<file path="config.mk">
export PLATFORM = sky130hd
export DESIGN_NAME = ahb_ssram_ctrl
export DESIGN_NICKNAME = d
export VERILOG_FILES = /design/src/rtl/ahb_ssram_ctrl.sv
export SDC_FILE = /design/constraint.sdc
export NUM_CORES = 1
export LEC_CHECK = 0
export CORE_MARGIN = 2
export CORE_UTILIZATION = 27
export CTS_BUF_LIST = sky130_fd_sc_hd__clkbuf_16
export DETAILED_ROUTE_END_ITERATION = 12
export MAX_ROUTING_LAYER = met4
export PLACE_DENSITY = 0.82
export SLEW_MARGIN = 10
export SYNTH_ARGS = -nofsm -noshare
export SYNTH_HDL_FRONTEND = slang
export SYNTH_SLANG_ARGS = --single-unit
</file>
<file path="constraint.sdc">
create_clock -name HCLK -period 2.5 [get_ports HCLK]
set_input_delay 0.5 -clock HCLK [delete_from_list [all_inputs] [get_ports HCLK]]
set_output_delay 0.5 -clock HCLK [all_outputs]
set_load 0.005 [all_outputs]
</file>
<file path="src/rtl/ahb_ssram_ctrl.sv">
// ---------------------------------------------------------------------------
// ahb_ssram_ctrl
// AHB-Lite slave that fronts a single-port, write-first synchronous SRAM
// (32-bit words, one-cycle read latency). Word writes go to the RAM in their
// data phase. Byte and halfword writes use read-modify-write, which costs one
// wait state. A read whose address phase overlaps a write data phase is
// deferred one cycle, because the write owns the RAM port in that cycle.
//
// Ports
//   HCLK, HRESETn            clock, synchronous active-low reset
//   HSEL/HADDR/HTRANS/HWRITE AHB address phase
//   HSIZE/HREADY             AHB address phase (HREADY = bus-wide ready)
//   HWDATA                   AHB write data (data phase)
//   HRDATA/HREADYOUT/HRESP   AHB slave response
//   ram_en/ram_we/ram_addr   SSRAM control (combinational)
//   ram_din                  SSRAM write data (combinational)
//   ram_dout                 SSRAM read data (one cycle after a read enable)
// ---------------------------------------------------------------------------
module ahb_ssram_ctrl #(
    parameter int ADDR_WIDTH = 10
) (
    input  logic                  HCLK,
    input  logic                  HRESETn,
    input  logic                  HSEL,
    input  logic [31:0]           HADDR,
    input  logic [1:0]            HTRANS,
    input  logic                  HWRITE,
    input  logic [2:0]            HSIZE,
    input  logic [31:0]           HWDATA,
    input  logic                  HREADY,
    output logic [31:0]           HRDATA,
    output logic                  HREADYOUT,
    output logic                  HRESP,
    output logic                  ram_en,
    output logic                  ram_we,
    output logic [ADDR_WIDTH-1:0] ram_addr,
    output logic [31:0]           ram_din,
    input  logic [31:0]           ram_dout
);

    // The state names the data phase currently in progress.
    localparam logic [2:0] S_IDLE     = 3'd0;
    localparam logic [2:0] S_RD       = 3'd1;
    localparam logic [2:0] S_RD_ISSUE = 3'd2;
    localparam logic [2:0] S_WR       = 3'd3;
    localparam logic [2:0] S_RMW_RD   = 3'd4;
    localparam logic [2:0] S_RMW_WR   = 3'd5;

    logic [2:0]            r_state;
    logic [2:0]            w_next;
    logic [ADDR_WIDTH-1:0] r_addr;
    logic                  r_write;
    logic [2:0]            r_size;
    logic [1:0]            r_bofs;

    logic                  w_acc;
    logic                  w_sub;
    logic [3:0]            w_mask;
    logic [31:0]           w_merge;
    logic                  w_unused_ok;

    assign w_acc = HSEL & HTRANS[1] & HREADY;
    assign w_sub = (HSIZE[2:1] == 2'b00);

    // Upper address bits alias; HTRANS[0] (SEQ vs NONSEQ) is irrelevant here.
    // The latched direction is kept for visibility but is already encoded in
    // the state.
    assign w_unused_ok = &{1'b0, HADDR[31:ADDR_WIDTH+2], HTRANS[0], r_write};

    // Next state
    always_comb begin
        w_next = S_IDLE;
        case (r_state)
            S_IDLE, S_RD: begin
                if (w_acc)
                    w_next = !HWRITE ? S_RD : (w_sub ? S_RMW_RD : S_WR);
            end
            // The write holds the port this cycle, so a new read is deferred.
            S_WR, S_RMW_WR: begin
                if (w_acc)
                    w_next = !HWRITE ? S_RD_ISSUE : (w_sub ? S_RMW_RD : S_WR);
            end
            S_RD_ISSUE: w_next = S_RD;
            S_RMW_RD:   w_next = S_RMW_WR;
            default:    w_next = S_IDLE;
        endcase
    end

    always_ff @(posedge HCLK) begin
        if (!HRESETn) begin
            r_state <= S_IDLE;
            r_addr  <= '0;
            r_write <= 1'b0;
            r_size  <= 3'd0;
            r_bofs  <= 2'd0;
        end else begin
            r_state <= w_next;
            if (w_acc) begin
                r_addr  <= HADDR[ADDR_WIDTH+1:2];
                r_write <= HWRITE;
                r_size  <= HSIZE;
                r_bofs  <= HADDR[1:0];
            end
        end
    end

    // Little-endian lane select for the latched write
    always_comb begin
        w_mask = 4'b1111;
        if (r_size == 3'd0)
            w_mask = 4'b0001 << r_bofs;
        else if (r_size == 3'd1)
            w_mask = r_bofs[1] ? 4'b1100 : 4'b0011;
    end

    always_comb begin
        w_merge = ram_dout;
        for (int i = 0; i < 4; i++)
            if (w_mask[i]) w_merge[8*i +: 8] = HWDATA[8*i +: 8];
    end

    // RAM port
    always_comb begin
        ram_en   = 1'b0;
        ram_we   = 1'b0;
        ram_addr = r_addr;
        ram_din  = HWDATA;
        case (r_state)
            S_IDLE, S_RD: begin
                // Port is free, so a read is issued straight from the live
                // address phase.
                if (w_acc && !HWRITE) begin
                    ram_en   = 1'b1;
                    ram_addr = HADDR[ADDR_WIDTH+1:2];
                end
            end
            S_WR: begin
                ram_en = 1'b1;
                ram_we = 1'b1;
            end
            S_RD_ISSUE, S_RMW_RD: ram_en = 1'b1;
            S_RMW_WR: begin
                ram_en  = 1'b1;
                ram_we  = 1'b1;
                ram_din = w_merge;
            end
            default: ;
        endcase
    end

    assign HREADYOUT = !(r_state == S_RD_ISSUE || r_state == S_RMW_RD);
    assign HRDATA    = (r_state == S_RD) ? ram_dout : 32'h0;
    assign HRESP     = 1'b0;

endmodule

</file>
### Word level (Yosys, flattened, before mapping)

Index checks and enable logic that the tools add are counted.

* shifts and indexed selects: 1
* muxes and demuxes: 20
* equal/unequal tests: 6
* reduce and logical (&&, ||, !) cells: 10
* bitwise gates (word level): 2

Operator list (count)
* $mux 32: 2
* $mux 8: 4
* $mux 10: 2
* $mux 3: 5
* $mux 4: 3
* $pmux 3 s4: 1
* $eq 3x1->1 const B: 2
* $eq 3x2->1 const B: 2
* $eq 3x3->1 const B: 2
* $logic_not 3->1: 2
* $reduce_or 2->1: 2
* $reduce_or 4->1: 1
* $shl 1x2->4 const A: 1
* $and 1x1->1: 2
* $logic_not 1->1: 2
* $logic_not 2->1: 1
* $mux 1: 2
* $pmux 1 s2: 1
* $logic_and 1x1->1: 1
* $logic_or 1x1->1: 1

* output and inout port bits: 78
* input port bits: 106
* logic and storage cells: 43
* register bits after elaboration: 18

### Depth between registers and ports, before layout

* depth in word-level cells: 5
* mapped depth: 5
* gate-level depth less buffers: 4

### Worst setup path after synthesis

OpenSTA, ideal clock, no wires.

* path type: in2out
* start point: input HSEL
* end point: output ram_addr[0]
* data arrival time: 1550 ps
* setup slack: 450 ps
* path buffers: 1
* stages on the path: 4
* required time: 2000 ps
* cell sequence: nand3_1 or4_1 buf_2 mux2_2

* word-level cells in the longest chain between the ends: 5

RTL lines
* from (decl): RTL line 24 `input logic HSEL,`
* $and 1x1->1 (2 in a row): RTL line 62 `assign w_acc = HSEL & HTRANS[1] & HREADY;`
* $logic_and 1x1->1: RTL line 132 `if (w_acc && !HWRITE) begin`
* $mux 10: RTL line 132
* $mux 10: RTL line 128 `case (r_state)`
* to (decl): RTL line 36 `output logic [ADDR_WIDTH-1:0] ram_addr,`

Every way passes these cells.

### Worst setup path after layout

* start point: register r_state[1]
* end point: output ram_din[15]

* word-level cells in the longest chain between the ends: 2

RTL lines
* from (decl): RTL line 49 `logic [2:0] r_state;`
* from (signal assigned): RTL line 97 `r_state <= w_next;`
* $eq 3x3->1: RTL line 128
* $mux 32: RTL line 128
* to (decl): RTL line 37 `output logic [31:0] ram_din,`

Every way passes these cells.

==> out/results.tsv <==
metric	value	unit
run status	complete, no violations	
Syn Area/Cell	8.46	sq um
Rows	27	
Worst-Skew Late Latency	0.25	ns
Port Buffers	161	
register-to-register setup slack	1.35	ns
Synth Cell Area	1540	sq um
Setup crit end	ram_din[15]	
Via density	4.65	
antenna violations before repair	0	
Max Clock Freq	411	MHz
grt ovf	0	
Mapped Cells	182	
Ant. Diodes	0	
Worst Setup Path Type	flip-flop to primary output	
Min Clock Period, post-route	2.43	ns
Die X	79.5	um
hold buffers post-CTS	0	
crit-path most repeated cell	buf_4	
Max Cap Violations	0	
Crit Path Max Fanout	7	
Layout Cell Area excl Fill	3650	sq um
Slew @ Worst Pin	0.560	ns
Reg clk slew, reported paths	0.05	ns
Syn Nets	288	
total of fill cells in the finished design	443	
Worst R2R Path Depth	5	
FF+latch count, synth	18	
via count	2046	
Num Clock Sinks	18	
crit-path cells	nand2b_4 > nor4b_4 > buf_6 > o21ai_4 > buf_4 > buf_4 > mux2_2 > clkbuf_2	
GPL Wtd Cong	0.845	
Fin Clk Skew	0.000323	ns
dpl hpwl	4970	um
WL/cell	15.8	um
setup ws final	0.0681	ns
# IOs	184	
Peak VDD IR	0.247	mV
EDFF count, synth	0	
Layout Nets	475	
Synthesis Warnings	0	
Top FF cell, synth	dfxtp_1	
final hold violations	0	
area delta synth->final	137	%
Initial Util	27.9	%
Routed Wire Length	6950	um
proportion of layout cells with a drive suffix above 1	26.9	%
CTS Root Cell	clkbuf_16	
DRC	0	
Power Dens Cells	263	nW/um^2
placed cell areas	3260	sq um
post-synthesis sequential area ratio	23.4	%
Synth cell types	27	
vias in the first global route	1849	
Critical R2R Capture	r_state[2]	
WP data arrival	1.93	ns
Tcrit/Tclk final	97.3	%
slew margin rel.	62.5	%
gr usage total	19.4	%
die area	6320	sq um
Levels on crit path	8	
Critical Path Start	r_state[1]	
Slowest cell on crit path	dfxtp_2	
Num CTS Buffers	3	
Critical R2R Launch	r_state[2]	
drt initial violations	64	
Crit. End Element	primary output	
total chip power	960	uW
CTS tree	done	
CP max stage delay	0.32	ns
count of pins over their slew limit	0	
fraction of registers with async set/reset	0	%
largest net degree at the start of global routing	33	
H-tree depth	1	
Die Y	79.5	um
DRT antenna net count	0	
first-pass GRT wire length	9520	um
total leakage power	1.73	nW
CP top delay family	buffers and inverters	
core box area	5510	sq um
required time worst endpoint	2.00	ns
crit path launch type	flip-flop	
WHS	0.466	ns
Longest Clk Path Bufs	2	
Setup-failing EPs final	0	
HP Class	flip-flop to flip-flop	
Pre-antenna DRT Iters	4	
worst slack, placed	-0.441	ns
CP bufs+invs	4	
cell usage in the layout, fill, tap and decap left out, drive strengths merged, types with 2 or more instances in the layout:
cell	synthesis	layout
clkdlybuf4s50	0	115
mux2	42	42
buf	4	42
and2	34	34
nand2	31	31
dlymetal6s2s	0	31
dfxtp	18	18
a21boi	16	16
o21ai	6	6
nor2	4	4
clkbuf	7	4
a211oi	3	3
a21oi	3	3
clkdlybuf4s15	0	3
inv	2	2
nor2b	2	2
nand2b	2	2
cells in the mapped netlist (2+ instances only):
library cell / number / area share [%]
a21boi_0: 16 / 7.8
clkbuf_1: 7 / 1.7
nor2_1: 4 / 0.98
nand2_1: 31 / 7.6
dfxtp_1: 18 / 23
o21ai_2: 4 / 2.3
buf_2: 2 / 0.65
mux2_2: 41 / 30
a211oi_1: 3 / 1.5
o21ai_0: 2 / 0.65
inv_1: 2 / 0.49
and2_1: 34 / 14
a21oi_1: 3 / 0.98
nor2b_1: 2 / 0.81
metrics by stage:
step	TNS, ns	cells	util [%]
final	0	440	66.3
after detailed placement	-4.27	411	59.2
after floorplan	0	182	-
after global routing	-0.0115	440	66.3
after global placement	-4.19	411	59.2
after CTS	-0.611	419	60.8
flip-flops by register name, summed over array words and instances, names as in the netlist:
register / flops
r_bofs: 2
r_state: 3
r_size: 3
r_addr: 10
timing repair:
item | 4_1_cts | 5_1_grt
gates resized for setup | 58 | 49
setup buffers | 3 | 21
setup endpoints to repair | 42 | 42
pin swaps | 3 | 3
cloned | 1 | 0
final cells by class:
cell class / count / area, sq um / share of cell area (%)
Timing Repair Buffer: 193 / 1910 / 52.3
Multi-Input combinational cell: 151 / 1200 / 32.9
Sequential cell: 18 / 363 / 9.94
Tap cell: 72 / 90.1 / 2.47
Clock buffer: 3 / 75.1 / 2.06
Inverter: 2 / 7.51 / 0.206
Clock inverter: 1 / 3.75 / 0.103
kinds of logic after synthesis:
logic type	count (synthesis)	synth area share (%)
xor+xnor	1	0.569
simple gates	79	28.3
flops	18	23.4
buf+inv	13	3.58
other cells	1	0.244
mux	42	30.7
compound gates	28	13.2
power by group:
part	total (mW)	switching, mW	internal (mW)
logic	0.332	0.0998	0.233
registers	0.303	0.00650	0.296
clock network	0.325	0.112	0.213
layer usage:
metal  GRT usage [%]  vias to the layer above  wire [um]
met2            37.3                       91       3720
met1            20.3                      942       2610
met4            4.83                        0        116
li1                -                      999          -
met3            3.62                       14        503
met5               -                        -          0
worst min-delay path: stages (launching register included):
cell,delay (ns)
dfxtp_1,0.30
nand2_1,0.05
a21boi_0,0.06
how the worst min path moves through the flow:
stage | start | endpoint | slack, ns | cells after the start
final | r_addr[3] | r_addr[3] | 0.47 | 2
after global routing | r_addr[2] | r_addr[2] | 0.49 | 2
after CTS | r_addr[8] | r_addr[8] | 0.47 | 2
after detailed placement | r_addr[8] | r_addr[8] | 0.46 | 2
after global placement | r_addr[4] | r_addr[4] | 0.45 | 2
after floorplan | r_addr[6] | r_addr[6] | 0.44 | 2
Power figures use the tool's default switching activity.
